### src/rtl/uart_rx_fifo_pkg.sv
// Shared UART receive definitions: FSM state encodings, oversampling factor and tick divisor helper.
// Combinational constants only; no latency or backpressure of its own.
package uart_rx_fifo_pkg;

  localparam int BYTE_W     = 8;
  localparam int OVERSAMPLE = 16;

  localparam logic [2:0] ST_IDLE  = 3'd0;
  localparam logic [2:0] ST_START = 3'd1;
  localparam logic [2:0] ST_DATA  = 3'd2;
  localparam logic [2:0] ST_STOP  = 3'd3;
  localparam logic [2:0] ST_BREAK = 3'd4;

  // Integer floor of clk/(16*baud), clamped so slow clocks still tick every cycle.
  function automatic int calc_div(input int freq, input int baud);
    int d;
    d = freq / (OVERSAMPLE * baud);
    if (d < 1) d = 1;
    return d;
  endfunction

endpackage

### src/rtl/uart_rx_fifo_sync_fifo.sv
// Show-ahead FIFO: head visible the cycle after push; pop when valid & ready.
// A push into a full FIFO is dropped unless a pop happens in the same cycle.
module sync_fifo
  import uart_rx_fifo_pkg::*;
#(
  parameter int width = BYTE_W,
  parameter int depth = 8
) (
  input  logic                     clk,
  input  logic                     rst,
  input  logic                     push,
  input  logic [width-1:0]         push_data,
  input  logic                     ready,
  output logic [width-1:0]         head,
  output logic                     valid,
  output logic [$clog2(depth):0]   count,
  output logic                     dropped
);

  localparam int AW = $clog2(depth);

  logic [width-1:0] mem [depth];
  logic [AW:0]      wr_ptr;
  logic [AW:0]      rd_ptr;
  logic             pop;
  logic             full;
  logic             accept;

  assign count   = wr_ptr - rd_ptr;
  assign valid   = (count != '0);
  assign full    = (count == (AW+1)'(depth));
  assign pop     = valid & ready;
  // A same-cycle pop frees the slot the write lands in, so full+pop still accepts.
  assign accept  = push & (~full | pop);
  assign dropped = push & full & ~pop;
  assign head    = valid ? mem[rd_ptr[AW-1:0]] : '0;

  always_ff @(posedge clk) begin
    if (rst) begin
      wr_ptr <= '0;
      rd_ptr <= '0;
    end else begin
      if (pop)    rd_ptr <= rd_ptr + 1'b1;
      if (accept) wr_ptr <= wr_ptr + 1'b1;
    end
  end

  always_ff @(posedge clk) begin
    if (accept) mem[wr_ptr[AW-1:0]] <= push_data;
  end

endmodule

### src/rtl/uart_rx_fifo.sv
// 8N1 UART receiver (16x oversampled, mid-bit sampling) feeding a show-ahead byte FIFO.
// Byte appears on rx_data one cycle after its stop-bit sample; full FIFO drops new bytes with an overrun pulse.
module uart_rx_fifo
  import uart_rx_fifo_pkg::*;
#(
  parameter int clk_freq   = 100000000,
  parameter int baud_rate  = 1152000,
  parameter int fifo_depth = 8
) (
  input  logic                          clk,
  input  logic                          rst,
  input  logic                          rxd,
  output logic [7:0]                    rx_data,
  output logic                          rx_valid,
  input  logic                          rx_ready,
  output logic                          frame_err,
  output logic                          overrun,
  output logic [$clog2(fifo_depth):0]   fifo_count
);

  localparam int DIV = calc_div(clk_freq, baud_rate);
  localparam int TW  = (DIV > 1) ? $clog2(DIV) : 1;

  logic          rxd_meta;
  logic          rxd_s;
  logic [2:0]    state;
  logic [TW-1:0] tick_cnt;
  logic          tick;
  logic          start_det;
  logic [3:0]    scnt;
  logic [2:0]    bit_idx;
  logic [7:0]    shreg;
  logic          stop_sample;
  logic          push;
  logic          stop_bad;
  logic          dropped;

  always_ff @(posedge clk) begin
    if (rst) begin
      rxd_meta <= 1'b1;
      rxd_s    <= 1'b1;
    end else begin
      rxd_meta <= rxd;
      rxd_s    <= rxd_meta;
    end
  end

  // Restarting the divider on the start edge aligns every later sample to mid-bit.
  assign start_det = (state == ST_IDLE) && !rxd_s;
  assign tick      = (tick_cnt == TW'(DIV - 1));

  always_ff @(posedge clk) begin
    if (rst || start_det) tick_cnt <= '0;
    else if (tick)        tick_cnt <= '0;
    else                  tick_cnt <= tick_cnt + 1'b1;
  end

  assign stop_sample = (state == ST_STOP) && tick && (scnt == 4'd15);
  assign push        = stop_sample && rxd_s;
  assign stop_bad    = stop_sample && !rxd_s;

  always_ff @(posedge clk) begin
    if (rst) begin
      state     <= ST_IDLE;
      scnt      <= '0;
      bit_idx   <= '0;
      shreg     <= '0;
      frame_err <= 1'b0;
      overrun   <= 1'b0;
    end else begin
      frame_err <= stop_bad;
      overrun   <= dropped;
      case (state)
        ST_IDLE: begin
          if (!rxd_s) begin
            state <= ST_START;
            scnt  <= '0;
          end
        end
        ST_START: begin
          if (tick) begin
            if (scnt == 4'd7) begin
              scnt    <= '0;
              bit_idx <= '0;
              state   <= rxd_s ? ST_IDLE : ST_DATA;
            end else begin
              scnt <= scnt + 1'b1;
            end
          end
        end
        ST_DATA: begin
          if (tick) begin
            if (scnt == 4'd15) begin
              scnt    <= '0;
              shreg   <= {rxd_s, shreg[7:1]};
              bit_idx <= bit_idx + 1'b1;
              if (bit_idx == 3'd7) state <= ST_STOP;
            end else begin
              scnt <= scnt + 1'b1;
            end
          end
        end
        ST_STOP: begin
          if (tick) begin
            if (scnt == 4'd15) begin
              scnt  <= '0;
              state <= rxd_s ? ST_IDLE : ST_BREAK;
            end else begin
              scnt <= scnt + 1'b1;
            end
          end
        end
        ST_BREAK: begin
          // Held-low line must return high before another start bit is accepted.
          if (rxd_s) state <= ST_IDLE;
        end
        default: state <= ST_IDLE;
      endcase
    end
  end

  sync_fifo #(
    .width (8),
    .depth (fifo_depth)
  ) u_fifo (
    .clk       (clk),
    .rst       (rst),
    .push      (push),
    .push_data (shreg),
    .ready     (rx_ready),
    .head      (rx_data),
    .valid     (rx_valid),
    .count     (fifo_count),
    .dropped   (dropped)
  );

endmodule

### config.mk
export PLATFORM = sky130hd
export DESIGN_NAME = uart_rx_fifo
export DESIGN_NICKNAME = d
export VERILOG_FILES = /design/src/rtl/uart_rx_fifo_pkg.sv /design/src/rtl/uart_rx_fifo_sync_fifo.sv /design/src/rtl/uart_rx_fifo.sv
export SDC_FILE = /design/constraint.sdc
export NUM_CORES = 1
export LEC_CHECK = 0
export ABC_CLOCK_PERIOD_IN_PS = 3600
export CORE_ASPECT_RATIO = 2
export CORE_MARGIN = 3
export CORE_UTILIZATION = 54
export DETAILED_ROUTE_END_ITERATION = 6
export HOLD_SLACK_MARGIN = 0.02
export PLACE_DENSITY = 0.69
export SETUP_SLACK_MARGIN = 0.02
export SYNTH_ARGS = -nofsm -noshare
export SYNTH_HDL_FRONTEND = slang
export SYNTH_HIERARCHICAL = 1
export SYNTH_SLANG_ARGS = --single-unit
### constraint.sdc
create_clock -name clk -period 3.6 [get_ports clk]
set_input_delay 0.72 -clock clk [delete_from_list [all_inputs] [get_ports clk]]
set_output_delay 0.72 -clock clk [all_outputs]
set_load 0.005 [all_outputs]
# --- After elaboration in Yosys (flattened, before gate mapping) ---
# Memory sizes are Yosys's and may differ from the RTL's. A register that Yosys moved wholly into a read port is not among the register bits.
# Cells that the tools add are included.
# W data, S select, Z words.
word_totals:
  regBits: 33
  output_inout_bits: 15
  input_bits: 4
  mem_count: 1
  ramBits: 64
  word_cells: 89
op_classes:
  reduce_logical: 17
  add_sub_neg: 6
  n_eq_ne: 19
  bitwise: 7
  mux: 28
mem_list:
  columns: ["name", "words", "width", "rd", "rd_ports_with_merged_regs", "write_ports", "line", "rtl"]
  rows:
  - ["u_fifo.mem", 8, 8, 1, 1, 1, "uart_rx_fifo_sync_fifo.sv:22", "logic [width-1:0] mem [depth];"]
op_table:
  columns: ["op", "n"]
  rows:
  - ["$mux W3", 16]
  - ["$mux W4", 5]
  - ["$ne A2 B2 Y1 const B", 8]
  - ["$pmux W3 S5", 1]
  - ["$add A4 B1 Y4 const B", 3]
  - ["$pmux W4 S3", 1]
  - ["$eq A3 B3 Y1 const B", 3]
  - ["$reduce_and A9 Y1", 1]
  - ["$eq A4 B4 Y1 const B", 2]
  - ["$mux W8", 1]
  - ["$add A3 B1 Y3 const B", 2]
  - ["$eq A3 B2 Y1 const B", 2]
  - ["$pmux W3 S2", 1]
  - ["$logic_and A1 B1 Y1", 5]
  - ["$reduce_and A5 Y1", 1]
  - ["$and A1 B1 Y1", 4]
  - ["$eq A4 B3 Y1 const B", 1]
  - ["$ne A2 B1 Y1 const B", 2]
  - ["$reduce_and A4 Y1", 1]
  - ["$reduce_bool A4 Y1", 1]
  - ["$reduce_or A2 Y1", 2]
  - ["$sub A4 B4 Y4", 1]
  - ["$eq A3 B1 Y1 const B", 1]
  - ["$logic_not A3 Y1", 1]
  - ["9 further kinds", 11]

# --- Depth between registers and ports, before layout ---
# Gate-level depths: netlist of run 1.
depth:
  depth_word: 7
  depth_mapped: 11
  depth_no_buf: 9

# --- By module ---
# The synthesis of run 1 kept the hierarchy.
by_module_without_submodules:
  columns: ["mod", "instances", "cells_each", "seq_area_each_um2", "area_per_inst_um2"]
  rows:
  - ["sync_fifo", 1, 187, 2142.1, 3195.6]
  - ["uart_rx_fifo", 1, 118, 500.5, 1152.4]

# --- Worst setup path after synthesis of run 1 ---
# OpenSTA, ideal clock, no wires.
synth_timing:
  path_type: "reg-to-output"
  start: "register u_fifo.wr_ptr[0]"
  end: "output port rx_data[0]"
  t_required_ps: 2880
  path_buffers: 2
  setup_slack_ps: 725
  t_arrival_ps: 2155
  stages_incl_launch_ff: 10
  cell_sequence: "dfxtp_1 > inv_1 > ha_1 > inv_1 > fa_1 > or3_1 > buf_6 > nor3b_4 > buf_6 > nor2_1"
synth_via:
  elab_chain_cells: 3
synth_lines:
  columns: ["item", "line", "rtl"]
  rows:
  - ["start, declared", "uart_rx_fifo_sync_fifo.sv:23", "logic [AW:0] wr_ptr;"]
  - ["start signal, assigned", "uart_rx_fifo_sync_fifo.sv:44", "if (accept) wr_ptr <= wr_ptr + 1'b1;"]
  - ["$sub A4 B4 Y4", "uart_rx_fifo_sync_fifo.sv:29", "assign count = wr_ptr - rd_ptr;"]
  - ["via fifo_count[1]", "uart_rx_fifo.sv:18", "output logic [$clog2(fifo_depth):0] fifo_count"]
  - ["$reduce_bool A4 Y1", "uart_rx_fifo_sync_fifo.sv:30", "assign valid = (count != '0);"]
  - ["$mux W8", "uart_rx_fifo_sync_fifo.sv:36", "assign head = valid ? mem[rd_ptr[AW-1:0]] : '0;"]
  - ["end, declared", "uart_rx_fifo.sv:13", "output logic [7:0] rx_data,"]
# The timed path passes the listed nets, and every way through them passes these cells.

# --- Final worst setup path of run 1 ---
layout_timing:
  start: "register u_fifo.wr_ptr[0]"
  end: "output port rx_data[1]"
layout_via:
  elab_chain_cells: 3
layout_lines:
  columns: ["item", "line"]
  rows:
  - ["$sub A4 B4 Y4", "uart_rx_fifo_sync_fifo.sv:29"]
  - ["$reduce_bool A4 Y1", "uart_rx_fifo_sync_fifo.sv:30"]
  - ["$mux W8", "uart_rx_fifo_sync_fifo.sv:36"]
# No other way between the ends.

==> metrics.md, run 1 <==
| Metric | Value |
|---|---|
| Outcome | completed |
| Max stage delay on crit path | 0.44 ns |
| Die ar. | 0.00923 mm2 |
| # hold bufs at CTS | 0 |
| Clock Path Buffers | 2 |
| Detail Placement HPWL | 5.44 mm |
| Post-Route Skew | 0.00902 ns |
| Overall routed net length | 8.04 mm |
| Worst vdd ir | 573 uV |
| CP max-delay cell | fa_2 |
| Max-Cap Viols | 0 |
| Reg2reg path depth | 9 |
| I/O pin cnt | 19 |
| Cell Chain, Critical Path | inv_6 -> ha_4 -> inv_1 -> fa_2 -> or3_4 -> nor3b_4 -> buf_6 -> nor2_1 -> clkdlybuf4s50_1 |
| FMAX | 0.285 GHz |
| Syn. warnings | 6 |
| Cell area after synthesis | 0.00435 mm2 |
| CP Capture Type | output port |
| 1st-iter DRT viols | 134 |
| Vias in the first global route | 2470 |
| Via Count | 2525 |
| Post-DRT Antenna Nets | 0 |
| Vias per cell | 5.86 |
| Internal power | 2.31 mW |
| Number of fill cells | 553 |
| First-pass GRT wire length | 12.8 mm |
| Post-Syn Instances | 305 |
| Startpoint Class | register |
| Clock group share of total power | 31.9% |
| Pin count of the biggest net entering global routing | 24 |
| Clk pin slew, worst setup/hold paths | 0.06 ns |
| Crit path to | rx_data[1] |
| CTS sink cnt | 100 |
| Grt ovf | 0 |
| Psw | 0.781 mW |
| P_leak | 1.79 nW |
| Crit-path max FO | 6 |
| Area Overhead vs Synth | 15.3% |
| Kind of critical path | register to output port |
| Share of layout cells above drive strength 1 | 20.8% |
| Reg2reg setup slack | 0.71 ns |
| Die Ht | 133 um |
| Root Driver | clkbuf_16 |
| Syn Area/Cell | 14.3 um2 |
| DRC viols | 0 |
| Register bit total from synthesis | 100 |
| Post-synthesis sequential area ratio | 60.8% |
| Distinct cell type count after synthesis | 61 |
| Min Tclk post-route | 3.51 ns |
| Slew HR | 40.1% |
| Port Buffers | 18 |
| CTS buffer count | 9 |
| Min-delay worst type | register to register |
| Initial antenna violation count | 0 |
| Worst-skew pair later-pin latency | 0.33 ns |
| Placed Cells | 412 |
| EDFF count, synth | 64 |
| CP startpoint | u_fifo/wr_ptr[0]$_SDFFE_PP0P_ |
| WP data arrival | 2.79 ns |
| Synth Flop Type | edfxtp_1 |
| Final Non-Filler Cells | 431 |
| H-tree levels | 3 |
| Hold Fails Final Rpt | 0 |
| Total power after layout | 3.09 mW |
| Final Cycle Share | 97.4% |
| Drt pass-1 iters | 4 |
| Critical path required time | 2.88 ns |
| Fin nets | 347 |
| Die Wd | 69.5 um |
| Routed wire per std cell | 18.7 um |
| R2r endpoint | u_fifo/mem[5][0]$_DFFE_PP_ |
| Logic pwr share | 27.2% |
| Sw frac | 25.3% |
| Slew Limit Fails | 0 |
| Post-synth net total | 320 |
| Placer congestion estimate | 0.907 |
| CTS tree | yes |
| GR Util All Layers | 18.4% |
| Reg power frac | 40.9% |
| Core ar. | 0.00771 mm2 |
| FF-to-FF Start | u_fifo/wr_ptr[0]$_SDFFE_PP0P_ |
| ANT cells | 0 |
| Ys async rst share | 0% |
| Worst slew pin tran | 0.895 ns |
| # setup viols final | 0 |
| Pwr dens | 616 mW/mm2 |
| Initial Utilization | 56.4% |
| Core Rows | 45 |
-- cells in the mapped netlist, types with 2 or more instances --
library cell	count	area share (%)
or3_1	3	0.43
nor4bb_1	2	0.46
nand4_1	2	0.29
o31ai_1	2	0.35
o21ai_0	5	0.58
mux2_1	2	0.52
buf_1	2	0.17
xnor2_1	2	0.40
mux2i_1	17	3.9
nor3b_1	2	0.35
buf_2	4	0.46
nand2_1	7	0.60
nand2b_1	2	0.29
ha_1	10	2.9
nor4_1	5	0.72
a21oi_2	2	0.40
buf_6	4	1.0
nor2_2	3	0.43
a21oi_1	8	0.92
mux4_2	16	8.3
nor2b_1	7	1.0
clkbuf_1	4	0.35
inv_1	12	1.0
dfxtp_1	36	17
a22o_1	2	0.40
nand3b_1	2	0.35
nor3_1	4	0.46
nand3_1	5	0.58
and3_1	3	0.43
nor2_1	33	2.8
and4_1	2	0.40
edfxtp_1	64	44
or2_2	2	0.29
mux2_4	2	0.69
-- per-layer routing --
layer  vias up  GRT usage [%]  share of wire [%]  wire [um]
met5         -              0                  0          0
met3        12           2.97                2.4        189
met4         0           6.96                2.1        171
li1       1212              -                  -          -
met1      1263           20.5                 38       3070
met2        38           34.3                 57       4610
-- how the worst min path moves through the flow --
stage / cells after the start / endpoint / startpoint
floorplan: 1 / rxd_s$_SDFF_PP1_ / rxd_meta$_SDFF_PP1_
global placement: 1 / rxd_s$_SDFF_PP1_ / rxd_meta$_SDFF_PP1_
detailed placement: 1 / rxd_s$_SDFF_PP1_ / rxd_meta$_SDFF_PP1_
CTS: 1 / rxd_s$_SDFF_PP1_ / rxd_meta$_SDFF_PP1_
global route: 1 / rxd_s$_SDFF_PP1_ / rxd_meta$_SDFF_PP1_
finish: 1 / rxd_s$_SDFF_PP1_ / rxd_meta$_SDFF_PP1_
-- worst max-delay path, delay by kind of cell (launching register included) --
| kind | cells | cell delay, ns |
|---|---|---|
| buf+inv | 4 | 0.73 |
| fa+ha+maj | 2 | 0.60 |
| flops | 1 | 0.39 |
| simple gates | 3 | 0.74 |
-- layout make-up --
cell class | instances | area [um2] | area share, %
clock buffers | 9 | 225 | 4.49
well taps | 94 | 118 | 2.35
flip-flops and latches | 100 | 2650 | 52.8
repair buffers | 31 | 298 | 5.94
multi-input cells | 178 | 1590 | 31.6
inverters | 12 | 50.0 | 0.998
clock inverters | 7 | 91.3 | 1.82
-- power groups by stage --
stage	clock [mW]	combinational, mW	sequential, mW
final	0.986	0.840	1.26
after global routing	1.05	0.912	1.27
after CTS	1.01	0.804	1.26
after detailed placement	0	0.770	1.29
after global placement	0	0.757	1.29
after floorplan	0	0.502	1.26
-- what timing repair did --
item	CTS	global route
endpoints found under the hold margin	0	0
gates resized for setup	3	16
setup endpoints to repair	9	9
cloned	0	1
setup buffers	1	1
pin swaps	0	2
-- state kept, by name, summed over array words and instances, names as in the netlist, 3 cells and up, named ones only --
name and cells:
tick_cnt 3, state 3, u_fifo/rd_ptr 4, u_fifo/wr_ptr 4
u_fifo/mem 64, scnt 4, bit_idx 3, shreg 8
-- cell usage in the layout, fill, tap and decap left out, types with 3 or more instances in the layout --
cell,Yosys,layout
nor3_1,4,4
and3_1,3,3
clkdlybuf4s50_1,0,13
a21oi_1,8,8
nand2_1,7,7
mux2i_1,17,17
edfxtp_1,64,64
clkbuf_16,0,9
mux4_2,16,16
inv_1,12,11
o21ai_0,5,5
nor2b_1,7,7
nor2_2,3,3
nand3_1,5,5
buf_4,1,11
ha_1,10,9
dfxtp_1,36,34
nor4_1,5,5
nor2_1,33,33
dlymetal6s2s_1,0,5
-- stage by stage --
step                worst slack, ns  hold WS, ns  setup TNS, ns  cell area [um2]  util [%]
CTS                          0.0138        0.419              0             4950      64.2
global route               -0.00143        0.433       -0.00143             5010      65.0
floorplan                     0.725        0.389              0             4350         -
detailed placement            0.221        0.408              0             4630      60.0
global placement              0.314        0.391              0             4630      60.0
finish                       0.0943        0.415              0             5010      65.0
-- cell families after synthesis --
logic type	synth area share (%)
xor gates and xnor gates	0.604
and+or+nand+nor	13.0
adders and majority gates	3.34
muxes	13.7
DFF	60.8
AOI/OAI and AO/OA	5.35
buffers and inverters	3.22
Power figures use the tool's default switching activity.
==> run 2: changes to the inputs <==
- RECOVER_POWER: not set -> 25
==> results of run 2 <==
No change in the layout: final DEF, timing and power equal those of run 1.
